## config.mk

```make
export PLATFORM = sky130hd
export DESIGN_NAME = hack_fetch
export DESIGN_NICKNAME = d
export VERILOG_FILES = /design/src/rtl/hack_pkg.sv /design/src/rtl/fetch_fifo.sv /design/src/rtl/hack_fetch.sv
export SDC_FILE = /design/constraint.sdc
export NUM_CORES = 1
export LEC_CHECK = 0
export ABC_AREA = 1
export BUFFER_PORTS_ARGS = -buffer_cell sky130_fd_sc_hd__buf_2
export CAP_MARGIN = 25
export CORE_MARGIN = 3
export CORE_UTILIZATION = 36
export DETAILED_ROUTE_END_ITERATION = 6
export HOLD_SLACK_MARGIN = 0.1
export PLACE_DENSITY = 0.54
export REMOVE_ABC_BUFFERS = 1
export SLEW_MARGIN = 5
export SYNTH_ARGS = -nofsm -noshare
export SYNTH_HDL_FRONTEND = slang
export SYNTH_SLANG_ARGS = --single-unit
```

## constraint.sdc

```tcl
create_clock -name clk -period 2.63 [get_ports clk]
set_input_delay 0.526 -clock clk [delete_from_list [all_inputs] [get_ports clk]]
set_output_delay 0.526 -clock clk [all_outputs]
set_load 0.05 [all_outputs]
```

## src/rtl/hack_pkg.sv

```systemverilog
// Shared Hack CPU types and address helpers.
// Used by the program counter and the fetch unit.
package hack_pkg;

    localparam int HACK_ADDR_W = 15;
    localparam int HACK_WORD_W = 16;

    typedef logic [HACK_ADDR_W-1:0] hack_addr_t;
    typedef logic [HACK_WORD_W-1:0] hack_word_t;

    // ROM addresses wrap from the top word back to zero
    function automatic hack_addr_t hack_addr_inc(input hack_addr_t a);
        return a + hack_addr_t'(1);
    endfunction

endpackage

```

## src/rtl/fetch_fifo.sv

```systemverilog
// Prefetch FIFO between instruction ROM and decode.
// Flush empties it and wins over a same-cycle push.
module fetch_fifo #(
    parameter int DEPTH  = 4,
    parameter int DATA_W = 16,
    parameter int CW     = $clog2(DEPTH + 1)
) (
    input  logic              clk,
    input  logic              reset_n,
    input  logic              push,
    input  logic [DATA_W-1:0] wdata,
    input  logic              pop,
    input  logic              flush,
    output logic [DATA_W-1:0] rdata,
    output logic              empty,
    output logic [CW-1:0]     count
);
    localparam int PW = $clog2(DEPTH);

    logic [DATA_W-1:0] mem_q [DEPTH];
    logic [DATA_W-1:0] mem_d [DEPTH];
    logic [PW-1:0]     wr_ptr_q, wr_ptr_d;
    logic [PW-1:0]     rd_ptr_q, rd_ptr_d;
    logic [CW-1:0]     count_q, count_d;

    assign rdata = mem_q[rd_ptr_q];
    assign empty = (count_q == '0);
    assign count = count_q;

    always_comb begin
        mem_d    = mem_q;
        wr_ptr_d = wr_ptr_q;
        rd_ptr_d = rd_ptr_q;
        count_d  = count_q;
        if (flush) begin
            wr_ptr_d = '0;
            rd_ptr_d = '0;
            count_d  = '0;
        end else begin
            if (push) begin
                mem_d[wr_ptr_q] = wdata;
                wr_ptr_d        = wr_ptr_q + 1'b1;
            end
            if (pop) begin
                rd_ptr_d = rd_ptr_q + 1'b1;
            end
            count_d = count_q + CW'(push) - CW'(pop);
        end
    end

    always_ff @(posedge clk or negedge reset_n) begin
        if (!reset_n) begin
            for (int i = 0; i < DEPTH; i++) begin
                mem_q[i] <= '0;
            end
            wr_ptr_q <= '0;
            rd_ptr_q <= '0;
            count_q  <= '0;
        end else begin
            mem_q    <= mem_d;
            wr_ptr_q <= wr_ptr_d;
            rd_ptr_q <= rd_ptr_d;
            count_q  <= count_d;
        end
    end

    // Upstream credit accounting must never overrun the buffer
    a_no_overflow: assert property (@(posedge clk) disable iff (!reset_n)
        !(push && !flush && count_q == CW'(DEPTH)));

endmodule

```

## src/rtl/hack_fetch.sv

```systemverilog
// Hack CPU instruction fetch: ROM request issue, prefetch buffering,
// and redirect on jump with discard of in-flight responses.
module hack_fetch
    import hack_pkg::*;
#(
    parameter int ADDR_W = HACK_ADDR_W,
    parameter int DATA_W = HACK_WORD_W,
    parameter int DEPTH  = 4
) (
    input  logic              clk,
    input  logic              reset_n,
    output logic              rom_req,
    output logic [ADDR_W-1:0] rom_addr,
    input  logic              rom_gnt,
    input  logic              rom_rvalid,
    input  logic [DATA_W-1:0] rom_rdata,
    output logic [DATA_W-1:0] instr,
    output logic [ADDR_W-1:0] instr_pc,
    output logic              instr_valid,
    input  logic              instr_ready,
    input  logic              jump,
    input  logic [ADDR_W-1:0] jump_addr
);
    localparam int          CW      = $clog2(DEPTH + 1);
    localparam logic [CW:0] CREDITS = (CW+1)'(DEPTH);

    logic [ADDR_W-1:0] fetch_pc_q, fetch_pc_d;
    logic [ADDR_W-1:0] head_pc_q, head_pc_d;
    logic [CW-1:0]     outstanding_q, outstanding_d;
    logic [CW-1:0]     discard_q, discard_d;
    logic [CW-1:0]     fifo_count;
    logic              fifo_empty;
    logic              credit_ok;
    logic              issue;
    logic              pop;
    logic              drop;
    logic              push;

    fetch_fifo #(
        .DEPTH  (DEPTH),
        .DATA_W (DATA_W),
        .CW     (CW)
    ) u_fifo (
        .clk     (clk),
        .reset_n (reset_n),
        .push    (push),
        .wdata   (rom_rdata),
        .pop     (pop),
        .flush   (jump),
        .rdata   (instr),
        .empty   (fifo_empty),
        .count   (fifo_count)
    );

    assign rom_addr    = fetch_pc_q;
    assign instr_pc    = head_pc_q;
    assign instr_valid = !fifo_empty;

    always_comb begin
        // Every request reserves a FIFO slot until its word is popped
        credit_ok = ({1'b0, fifo_count} + {1'b0, outstanding_q}) < CREDITS;
        rom_req   = reset_n && !jump && credit_ok;
        issue     = rom_req && rom_gnt;
        pop       = instr_valid && instr_ready;
        drop      = rom_rvalid && (discard_q != '0);
        push      = rom_rvalid && !drop && !jump;

        outstanding_d = outstanding_q + CW'(issue) - CW'(rom_rvalid);
        fetch_pc_d    = issue ? fetch_pc_q + 1'b1 : fetch_pc_q;
        head_pc_d     = pop ? head_pc_q + 1'b1 : head_pc_q;
        discard_d     = drop ? discard_q - 1'b1 : discard_q;

        if (jump) begin
            fetch_pc_d = jump_addr;
            head_pc_d  = jump_addr;
            discard_d  = outstanding_q + CW'(issue) - CW'(rom_rvalid);
        end
    end

    always_ff @(posedge clk or negedge reset_n) begin
        if (!reset_n) begin
            fetch_pc_q    <= '0;
            head_pc_q     <= '0;
            outstanding_q <= '0;
            discard_q     <= '0;
        end else begin
            fetch_pc_q    <= fetch_pc_d;
            head_pc_q     <= head_pc_d;
            outstanding_q <= outstanding_d;
            discard_q     <= discard_d;
        end
    end

endmodule

```

==> impl_metrics.toml <==
[placement]
portBuffers = 84
place_area_mm2 = 0.00616
gp_congestion = 0.837
place_ws_ps = 217
dp.cells = 947
dp_hpwl_um = 9920

[synthesis]
synth.most_common_cell = "nand2_1"
synth-adder-area-share_pct = 3.89
synth.cell_area_mm2 = 0.00554
yosysTopAreaCell = "dfrtp_1"
synth_top_area_share_pct = 48.4
synth_compound_area_share_pct = 15.3
ys_types = 31
muxShareOfSynthArea_pct = 0
synth_ff_type = "dfrtp_1"
synthArstFlopShare_pct = 100
ys_seq_area_share_pct = 48.4
synth_cells = 697
avgSynthCellArea_um2 = 7.94
synthXorXnorAreaFrac_pct = 1.42
synth_top_family_by_area = "simple AND/OR/NAND/NOR gates"
synthTopCellsByArea = "dfrtp_1, nand2_1, o21ai_0, inv_1, nor2_1"
synth-edff-count = 0
yosysWarnings = 0
synth_common_cells = "nand2_1, o21ai_0, dfrtp_1, inv_1, nor2_1"
synth-seq-cells = 107
yosys.area_share.simple_pct = 24.1

[critical_path]
worstSetupEndpointType = "flip-flop"
path_cells = "ha_1, nand3_1, nand2_1, nor2_4, nand2_4, ha_1, inv_1, ha_1, inv_1, fa_1, inv_1, o21ai_0, a31oi_1"
cpPeakStageDelay_ps = 470
path_buf_inv = 3
reg2regPathDepth = 13
crit_cells = 13
timing.rr.end = "discard_q[1]"
start_kind = "flip-flop"
crit_family = "adder cells"
slowest_stage = "fa_1"
required_ps = 2870
reg2reg_from = "outstanding_q[1]"
crit_fanout = 3
cp.arrival_ps = 2620
critPathKind = "reg -> reg"
ff2ff_setup_slack_ps = 240

[sta]
finalCritPeriodShare_pct = 90.7
slew_headroom_pct = 58.2
rsz0062_at_grt = "false"
finalSetupTns_ps = 0
setup_violations = 0
fin_skew_ps = 8.98
slew_viol_final = 0
final.setup.worst_slack_ps = 245
fmax_mhz = 419
layout_min_cycle_time_ps = 2390
hold_violations = 0
tightest_slew_ps = 624

[floorplan]
start_util_pct = 37.4
io_pins = 85
die_h_um = 130
dieArea_mm2 = 0.0169
core.rowCount = 44
die_w_um = 130
core_area_mm2 = 0.0148

[cts]
cts_tree = "done"
cts_hold_buffers = 0
cts_htree_levels = 3
cts_root_buffer = "clkbuf_16"
clock_sinks = 107
cts_buffers = 9
clk_pin_slew_ps = 80
post_cts_buffers = 0
post_cts_resized = 0
cts_max_path_buffers = 2
insertion_delay_ps = 350

[power_and_ir_drop]
p_leak_nw = 3.27
p_sw_mw = 2.98
power.share.clock_pct = 21.8
p_per_area_mw_per_mm2 = 997
pwr-share-seq_pct = 35.1
comb_power_share_pct = 43.0
total_power_mw = 6.48
p_int_mw = 3.50
ir_worst_vdd_mv = 0.426
swShare_pct = 46.0

[status]
run_status = "finished clean"

[detailed_routing]
drt_pass1_iterations = 5
drc_errors = 0
dr_total_vias = 4846
wl_um = 14400
drt-initial-drc-count = 250
wl_per_cell_um = 14.9
viasPerCell = 5.03
postRouteAntennaNets = 0

[grt]
grt_first_pass_wirelength_um = 23800
grt_pass1_vias = 4687
grt-ovfl-total = 0
grt_max_degree = 78
antenna_found_initial = 0
track_usage_pct = 17.8

[min_path]
hold_class = "in -> async"

[cells_and_area]
areaGrowthSynthToFinish_pct = 17.4
layout-drive-gt1-share_pct = 16.8
n_fill_cell = 1518
layoutNonFillerInstCount = 964
fin_nets = 828
insertedDiodeCount = 0
final_area_mm2 = 0.00650

[flow_run]
drv_cap = 0
==> how the worst max path moves through the flow <==
stage                      from      endpoint  slack (ps)
2_1_floorplan  outstanding_q[1]  discard_q[1]           2
5_1_grt        outstanding_q[1]  discard_q[2]           6
3_3_place_gp            reset_n  discard_q[2]         260
6_report       outstanding_q[1]  discard_q[1]         240
3_5_place_dp   outstanding_q[1]  discard_q[2]         220
4_1_cts        outstanding_q[1]  discard_q[2]         190
==> logic make-up (layout without fill, tap and decap cells) <==
kind of cell    Yosys count  count (layout)
simple gates            311             311
compound gates          159             159
flops                   107             107
buf+inv                  95             178
fa+ha+maj                16              16
xor+xnor                  9               9
==> area by class of cell <==
| class | instances | area (um^2) | share of cell area [%] |
|---|---|---|---|
| Timing Repair Buffer | 96 | 558 | 8.59 |
| Sequential cell | 107 | 2680 | 41.2 |
| Multi-Input combinational cell | 495 | 2480 | 38.1 |
| Inverter | 66 | 248 | 3.81 |
| Tap cell | 184 | 230 | 3.54 |
| Clock buffer | 10 | 229 | 3.52 |
| Clock inverter | 6 | 80.1 | 1.23 |
==> power groups by stage <==
stage | logic [mW] | registers, mW | clock network (mW)
2_1_floorplan | 1.68 | 2.64 | 0
3_3_place_gp | 2.78 | 2.29 | 0
4_1_cts | 2.82 | 2.27 | 1.47
3_5_place_dp | 2.81 | 2.31 | 0
5_1_grt | 3.10 | 2.32 | 1.54
6_report | 2.79 | 2.28 | 1.41
==> flip-flops by register name (all words and copies together) (netlist names) <==
| name | flops |
|---|---|
| discard_q | 3 |
| outstanding_q | 3 |
| u_fifo.count | 3 |
| u_fifo.mem_q | 64 |
| instr_pc | 15 |
| u_fifo.rd_ptr_q | 2 |
| u_fifo.wr_ptr_q | 2 |
| rom_addr | 15 |
==> through the flow <==
step | hold WS [ps] | util [%]
floorplan | 230 | -
global placement | 461 | 41.6
detailed placement | 469 | 41.6
CTS | 224 | 43.7
global route | 240 | 43.9
finish | 223 | 43.9
==> cells in the final DEF, fill, tap and decap left out, types with 2 or more instances in the layout <==
| cell type | synthesis | layout |
|---|---|---|
| nor2_2 | 4 | 4 |
| dfrtp_1 | 107 | 107 |
| nand3_2 | 2 | 2 |
| o21ai_1 | 7 | 7 |
| nand2_2 | 5 | 5 |
| buf_4 | 0 | 10 |
| a21boi_0 | 4 | 4 |
| a21oi_1 | 9 | 9 |
| nand2_1 | 182 | 182 |
| o22ai_1 | 16 | 16 |
| inv_8 | 0 | 3 |
| buf_2 | 8 | 83 |
| xnor2_1 | 5 | 5 |
| ha_1 | 14 | 14 |
| nor2_1 | 61 | 61 |
| o21ai_0 | 113 | 113 |
| o21bai_1 | 2 | 2 |
| clkbuf_16 | 0 | 9 |
| a31oi_1 | 3 | 3 |
| o211ai_1 | 4 | 4 |
| nor2_4 | 4 | 4 |
| nand3_1 | 39 | 39 |
| nand3b_1 | 3 | 3 |
| fa_1 | 2 | 2 |
| nand4_1 | 7 | 7 |
| inv_2 | 3 | 3 |
| nor3_1 | 2 | 2 |
| xor2_1 | 4 | 4 |
| buf_12 | 0 | 2 |
| inv_1 | 63 | 63 |
==> per-layer routing <==
metal / global-route usage [%] / wire length [um] / up-vias
li1: - / - / 2431
met1: 23.6 / 6750 / 2275
met2: 29.0 / 6710 / 121
met3: 3.93 / 630 / 19
met4: 5.87 / 261 / 0
met5: 0 / 0 / -
Power figures use the tool's default switching activity.
